$ cat src/rtl/fetch.sv
// ---------------------------------------------------------------------------
// fetch -- instruction fetch stage with a two-entry in-order fetch buffer.
//
// Issues sequential instruction-memory requests starting at RESET_PC. Each
// granted request takes a buffer slot. The slot is marked pending until its
// in-order response arrives. Filled slots are then handed to the IF/ID
// register in program order. A redirect drops every slot. It also records how
// many responses are still owed, so those responses can be discarded when they
// arrive.
//
// Ports
//   clk_i          rising-edge clock
//   rst_i          synchronous active-high reset
//   stallF_i       hold the IF/ID register (the buffer keeps filling)
//   redirect_i     taken branch/jump: flush and restart at redirect_pc_i
//   redirect_pc_i  redirect target (low two bits ignored)
//   imem_req_o     instruction-memory request
//   imem_addr_o    request address (the next fetch PC)
//   imem_gnt_i     request accepted this cycle
//   imem_rvalid_i  in-order response valid
//   imem_rdata_i   response instruction
//   pcF_o          IF/ID PC
//   instrF_o       IF/ID instruction (NOP when not valid)
//   validF_o       IF/ID holds a real instruction
// ---------------------------------------------------------------------------
module fetch #(
  parameter int unsigned      XLEN      = 32,
  parameter logic [XLEN-1:0]  RESET_PC  = '0,
  parameter int unsigned      BUF_DEPTH = 2
) (
  input  logic            clk_i,
  input  logic            rst_i,
  input  logic            stallF_i,
  input  logic            redirect_i,
  input  logic [XLEN-1:0] redirect_pc_i,
  output logic            imem_req_o,
  output logic [XLEN-1:0] imem_addr_o,
  input  logic            imem_gnt_i,
  input  logic            imem_rvalid_i,
  input  logic [XLEN-1:0] imem_rdata_i,
  output logic [XLEN-1:0] pcF_o,
  output logic [XLEN-1:0] instrF_o,
  output logic            validF_o
);

  localparam logic [XLEN-1:0] NOP = XLEN'(32'h0000_0013);

  // Buffer state: slots are used as a ring starting at r_head. Responses come
  // back in order, so the filled slots always precede the pending ones.
  logic [XLEN-1:0] r_pc_q;
  logic [1:0]      r_alloc;
  logic [1:0]      r_filled;
  logic [XLEN-1:0] r_ent_pc  [2];
  logic [XLEN-1:0] r_ent_ins [2];
  logic            r_head;
  logic [1:0]      r_kill_cnt;
  logic [XLEN-1:0] r_pcF;
  logic [XLEN-1:0] r_instrF;
  logic            r_validF;

  logic [1:0]      w_n_alloc;
  logic [1:0]      w_n_filled;
  logic [1:0]      w_n_pend;
  logic [2:0]      w_occupancy;
  logic            w_tail_idx;
  logic            w_pend_idx;
  logic            w_gnt;
  logic            w_kill_hit;
  logic            w_fill;
  logic            w_head_ready;
  logic [XLEN-1:0] w_head_instr;
  logic            w_pop;
  logic [2:0]      w_kill_sum;
  logic [1:0]      w_kill_redir;
  logic [XLEN-1:0] w_redir_pc;
  logic [1:0]      w_pop_sel;
  logic [1:0]      w_push_sel;
  logic [1:0]      w_fill_sel;

  assign w_n_alloc   = {1'b0, r_alloc[0]} + {1'b0, r_alloc[1]};
  assign w_n_filled  = {1'b0, r_filled[0]} + {1'b0, r_filled[1]};
  assign w_n_pend    = w_n_alloc - w_n_filled;
  assign w_occupancy = {1'b0, w_n_alloc} + {1'b0, r_kill_cnt};

  // Killed responses still hold a memory slot, so they count against the
  // request budget just like allocated entries.
  assign imem_req_o  = !rst_i && (w_occupancy < 3'(BUF_DEPTH));
  assign imem_addr_o = r_pc_q;

  // A grant only happens when fewer than two slots are allocated. The tail
  // slot is therefore head+count. The oldest pending slot follows the filled ones.
  assign w_tail_idx  = r_head ^ w_n_alloc[0];
  assign w_pend_idx  = r_head ^ w_n_filled[0];

  assign w_gnt       = imem_req_o & imem_gnt_i;
  assign w_kill_hit  = imem_rvalid_i & (r_kill_cnt != 2'd0);
  assign w_fill      = imem_rvalid_i & (r_kill_cnt == 2'd0) & (w_n_pend != 2'd0);

  // Bypass: the head may be filled by this cycle's response.
  assign w_head_ready = r_filled[r_head] | (w_fill & (w_pend_idx == r_head));
  assign w_head_instr = r_filled[r_head] ? r_ent_ins[r_head] : imem_rdata_i;
  assign w_pop        = !stallF_i & !redirect_i & w_head_ready;

  // On redirect, every response still owed must be discarded. That covers
  // responses already marked killed, pending slots and a grant taken this cycle.
  // A response consumed this cycle is one fewer to discard.
  assign w_kill_sum   = {1'b0, r_kill_cnt} + {1'b0, w_n_pend} + {2'b00, w_gnt}
                      - {2'b00, (w_fill | w_kill_hit)};
  assign w_kill_redir = (w_kill_sum > 3'd2) ? 2'd2 : w_kill_sum[1:0];
  assign w_redir_pc   = redirect_pc_i & ~XLEN'(3);

  for (genvar gi = 0; gi < 2; gi++) begin : g_ent
    assign w_pop_sel[gi]  = w_pop  & (r_head     == 1'(gi));
    assign w_push_sel[gi] = w_gnt  & (w_tail_idx == 1'(gi));
    assign w_fill_sel[gi] = w_fill & (w_pend_idx == 1'(gi));
  end

  always_ff @(posedge clk_i) begin
    if (rst_i) begin
      r_pc_q     <= RESET_PC;
      r_alloc    <= '0;
      r_filled   <= '0;
      r_head     <= 1'b0;
      r_kill_cnt <= 2'd0;
      r_pcF      <= '0;
      r_instrF   <= NOP;
      r_validF   <= 1'b0;
    end else if (redirect_i) begin
      // A grant in this cycle is for the old path. It only adds to the kill count.
      r_pc_q     <= w_redir_pc;
      r_alloc    <= '0;
      r_filled   <= '0;
      r_head     <= 1'b0;
      r_kill_cnt <= w_kill_redir;
      r_pcF      <= '0;
      r_instrF   <= NOP;
      r_validF   <= 1'b0;
    end else begin
      if (w_kill_hit) begin
        r_kill_cnt <= r_kill_cnt - 2'd1;
      end
      for (int i = 0; i < 2; i++) begin
        if (w_fill_sel[i]) begin
          r_filled[i]  <= 1'b1;
          r_ent_ins[i] <= imem_rdata_i;
        end
        if (w_push_sel[i]) begin
          r_alloc[i]  <= 1'b1;
          r_filled[i] <= 1'b0;
          r_ent_pc[i] <= r_pc_q;
        end
        // Popping the head overrides a same-cycle fill of that slot (bypass).
        if (w_pop_sel[i]) begin
          r_alloc[i]  <= 1'b0;
          r_filled[i] <= 1'b0;
        end
      end
      if (w_pop) begin
        r_head <= ~r_head;
      end
      if (w_gnt) begin
        r_pc_q <= r_pc_q + XLEN'(4);
      end
      if (!stallF_i) begin
        if (w_head_ready) begin
          r_pcF    <= r_ent_pc[r_head];
          r_instrF <= w_head_instr;
          r_validF <= 1'b1;
        end else begin
          r_pcF    <= '0;
          r_instrF <= NOP;
          r_validF <= 1'b0;
        end
      end
    end
  end

  assign pcF_o    = r_pcF;
  assign instrF_o = r_instrF;
  assign validF_o = r_validF;

endmodule

$ cat config.mk
export PLATFORM = sky130hd
export DESIGN_NAME = fetch
export DESIGN_NICKNAME = d
export VERILOG_FILES = /design/src/rtl/fetch.sv
export SDC_FILE = /design/constraint.sdc
export NUM_CORES = 1
export LEC_CHECK = 0
export BUFFER_PORTS_ARGS = -buffer_cell sky130_fd_sc_hd__buf_4
export CAP_MARGIN = 10
export CORE_UTILIZATION = 50
export CTS_CLUSTER_SIZE = 10
export DETAILED_ROUTE_END_ITERATION = 7
export PLACE_DENSITY = 0.77
export SETUP_SLACK_MARGIN = 0.05
export SYNTH_ARGS = -nofsm -noshare
export SYNTH_HDL_FRONTEND = slang
export SYNTH_SLANG_ARGS = --single-unit
$ cat constraint.sdc
create_clock -name clk_i -period 3.8 [get_ports clk_i]
set_input_delay 0.76 -clock clk_i [delete_from_list [all_inputs] [get_ports clk_i]]
set_output_delay 0.76 -clock clk_i [all_outputs]
set_load 0.01 [all_outputs]
==> reports/metrics.yaml <==
worstHoldPathType: "input pin to flop"
worstHoldPathCells: 1
synth_seq_area_share_pct: 64.26
grt_pass1_vias: 5695
root_buffer: "clkbuf_16"
synth_seq_cells: 225
ys_top_cells_by_area: "edfxtp_1 42%, dfxtp_1 23%, mux2i_1 7.3%"
multi_input_area_um2: 2977
rsz0062_at_grt: "no"
yosys.area.top_type: "edfxtp_1"
drt-initial-drc-count: 293
hold_viol: 0
dp_cells: 1095
ys_async_sr_fraction_pct: 0
finalInstanceArea_um2: 11080
critical-path-slowest-cell: "fa_1"
cts_buffers: 26
tns_ns: 0
h-tree-depth: 1
final_cells: 1143
startpoint_type: "flop"
grt_pass1_wl_um: 29030
drive_above_1_share_pct: 23.86
fin_hold_ws_ns: 0.4445
synth_mux_area_share_pct: 7.277
overflow: 0
clkLatencyLatePin_ns: 0.51
fmax_mhz: 311.1
vias_per_cell: 5.282
synth_top_area_share_pct: 41.65
rrSetupSlack_ns: 0.59
core-area_um2: 17360
yosysWarnings: 0
holdCritStartpoint: "imem_rdata_i[6]"
synthAdderAreaFrac_pct: 1.931
period_share_pct: 84.59
synth_top_family_by_area: "simple AND/OR/NAND/NOR gates"
max-clock-path-buffers: 3
wirelength_um: 18710
synthSimpleGateAreaFrac_pct: 11.38
drv_cap: 0
antenna_found_initial: 0
ys_types: 46
cts_resized: 0
num_vias: 6037
synth-xor-area-share_pct: 3.289
worst_r2r_endpoint: "r_kill_cnt[0]$_SDFFE_PP0P_"
worstMarginPinSlew_ns: 1.130
die_w_um: 135.7
num_rows: 48
peakVddDrop_v: 0.0003024
synth_compound_area_share_pct: 8.816
num_antenna_cells: 0
r2r-start: "r_filled[1]$_SDFFE_PP0P_"
layout_setup_ws_ns: 0.5856
min_to: "r_ent_ins[0][6]$_DFFE_PP_"
postPlaceCellArea_um2: 10330
max_stage_delay_ns: 0.43
setup_viol: 0
arrival_ns: 3.58
slew_headroom_pct: 24.69
timing.final.crit_period_ns: 3.214
reg2reg_depth: 12
regArea_um2: 5749
clock_sinks: 225
crit_top_cell: "ha_1"
cp.required_ns: 4.17
cts_setup_buffers: 0
fin_nets: 980
cts_tree: "built"
boundaryPins: 168
synth-edff-count: 124
drv_slew: 0
area_growth_pct: 23.94
initial_core_util_pct: 51.51
clk_pin_slew_ns: 0.06
clock-skew-final_ns: 0.01523
n_fill_cell: 1316
gp_congestion: 0.7863
powerDensity_nw_per_um2: 464.7
cts_hold_buf: 0
syn_avg_cell_area_um2: 12.00
hpwl_um: 11950
preCtsSetupSlack_ns: 0.5559
die_h_um: 135.7
io_buffers: 161
ant_nets: 0
routedWlPerCell_um: 16.37
first_pass_iters: 5
drc: 0
leakagePower_nw: 4.034
path_class: "flop to flop"
critPathMaxFanout: 5
syn_inst: 745
synth_ff_type: "edfxtp_1"
syn_area_um2: 8941
gr-usage-all-layers_pct: 20.16
die_area_um2: 18420
path_cells: "ha_1 -> ha_1 -> xnor3_1 -> a21oi_2 -> or2_2 -> ha_1 -> inv_1 -> fa_1 -> inv_1 -> fa_1 -> a41oi_1 -> a211oi_1"
grt_max_degree: 65
status: "complete, no violations"
endpoint_kind: "flop"
==> layer usage <==
| metal | GRT usage, % | wire length (um) |
|---|---|---|
| met5 | 0 | 0 |
| met4 | 6.429 | 420 |
| met3 | 3.554 | 1135 |
| met2 | 32.77 | 8882 |
| met1 | 27.36 | 8274 |
==> flip-flops by register name, summed over array words and instances, names as in the netlist, named ones only <==
register and count:
r_ent_ins 64, r_ent_pc 60, instrF_o 32, imem_addr_o 30, pcF_o 30, r_alloc 2, r_filled 2, r_kill_cnt 2
r_head 1, validF_o 1
==> report_power, final <==
part           total, mW  internal (mW)  switching (mW)
Sequential          2.67           2.61          0.0584
Combinational      0.287          0.142           0.145
Clock               2.20           1.32           0.878
==> logic make-up after synthesis <==
| family | count (synthesis) |
|---|---|
| simple gates | 211 |
| buf+inv | 60 |
| compound gates | 139 |
| flops | 225 |
| fa+ha+maj | 12 |
| xor+xnor | 32 |
| other cells | 1 |
| mux | 65 |
==> synthesized netlist by cell type (2+ instances only) <==
cell / count
buf_1: 3
fa_1: 3
o21ai_0: 65
nor2_1: 75
or3_1: 4
nor4_4: 2
a311oi_1: 4
ha_1: 9
nand4_1: 2
mux2i_1: 65
clkbuf_1: 32
dfxtp_1: 101
xor2_1: 3
inv_1: 12
a21oi_1: 40
or2_2: 2
and3_1: 3
buf_2: 4
nand4_4: 2
buf_4: 5
xnor2_1: 28
edfxtp_1: 124
and4_1: 3
and2_1: 2
nor3_2: 3
nand2_1: 79
nand3_1: 8
nor3_1: 12
buf_6: 2
nor4_1: 9
a211oi_1: 22
o22a_1: 3
==> final cells by class <==
cell class                 count  share of cell area (%)
inverter                      14                  0.5194
clock inverter                 1                 0.04516
timing repair buffer         168                   11.38
sequential                   225                   51.88
clock buffer                  47                   6.774
multi-input combinational    463                   26.86
tap                          225                   2.540
==> cells in the final DEF (no fill, tap or decap), types with 22 or more instances in the layout <==
cell type  synthesis  routed
a21oi_1           40      40
nor2_1            75      73
edfxtp_1         124     124
dfxtp_1          101     100
clkbuf_16          0      27
buf_4              5     168
o21ai_0           65      65
nand2_1           79      79
mux2i_1           65      64
xnor2_1           28      28
a211oi_1          22      22
==> worst max-delay path by stage <==
stage | endpoint | start | slack (ns) | cells after the start
after floorplan | r_ent_pc[1][10]$_DFFE_PP_ | r_alloc[0]$_SDFFE_PP0P_ | -0.43 | 7
after global placement | r_kill_cnt[0]$_SDFFE_PP0P_ | r_filled[0]$_SDFFE_PP0P_ | 0.67 | 12
after detailed placement | r_kill_cnt[0]$_SDFFE_PP0P_ | r_filled[0]$_SDFFE_PP0P_ | 0.56 | 12
after CTS | r_kill_cnt[0]$_SDFFE_PP0P_ | r_filled[1]$_SDFFE_PP0P_ | 0.56 | 13
after global routing | r_kill_cnt[0]$_SDFFE_PP0P_ | r_filled[1]$_SDFFE_PP0P_ | 0.31 | 13
final | r_kill_cnt[0]$_SDFFE_PP0P_ | r_filled[1]$_SDFFE_PP0P_ | 0.59 | 12
==> critical path, delay by kind of cell, from the launching register on <==
family / cells / cell delay (ns)
flops: 1 / 0.40
buf+inv: 2 / 0.13
fa+ha+maj: 5 / 1.61
xor+xnor: 1 / 0.25
simple gates: 1 / 0.30
compound gates: 3 / 0.38
==> per-stage QoR <==
stage          total power [mW]  util [%]
2_1_floorplan             2.854         -
3_3_place_gp              2.993     59.49
3_5_place_dp              3.001     59.49
4_1_cts                   5.188     63.85
5_1_grt                   5.335     63.85
6_report                  5.149     63.85
Power figures use the tool's default switching activity.
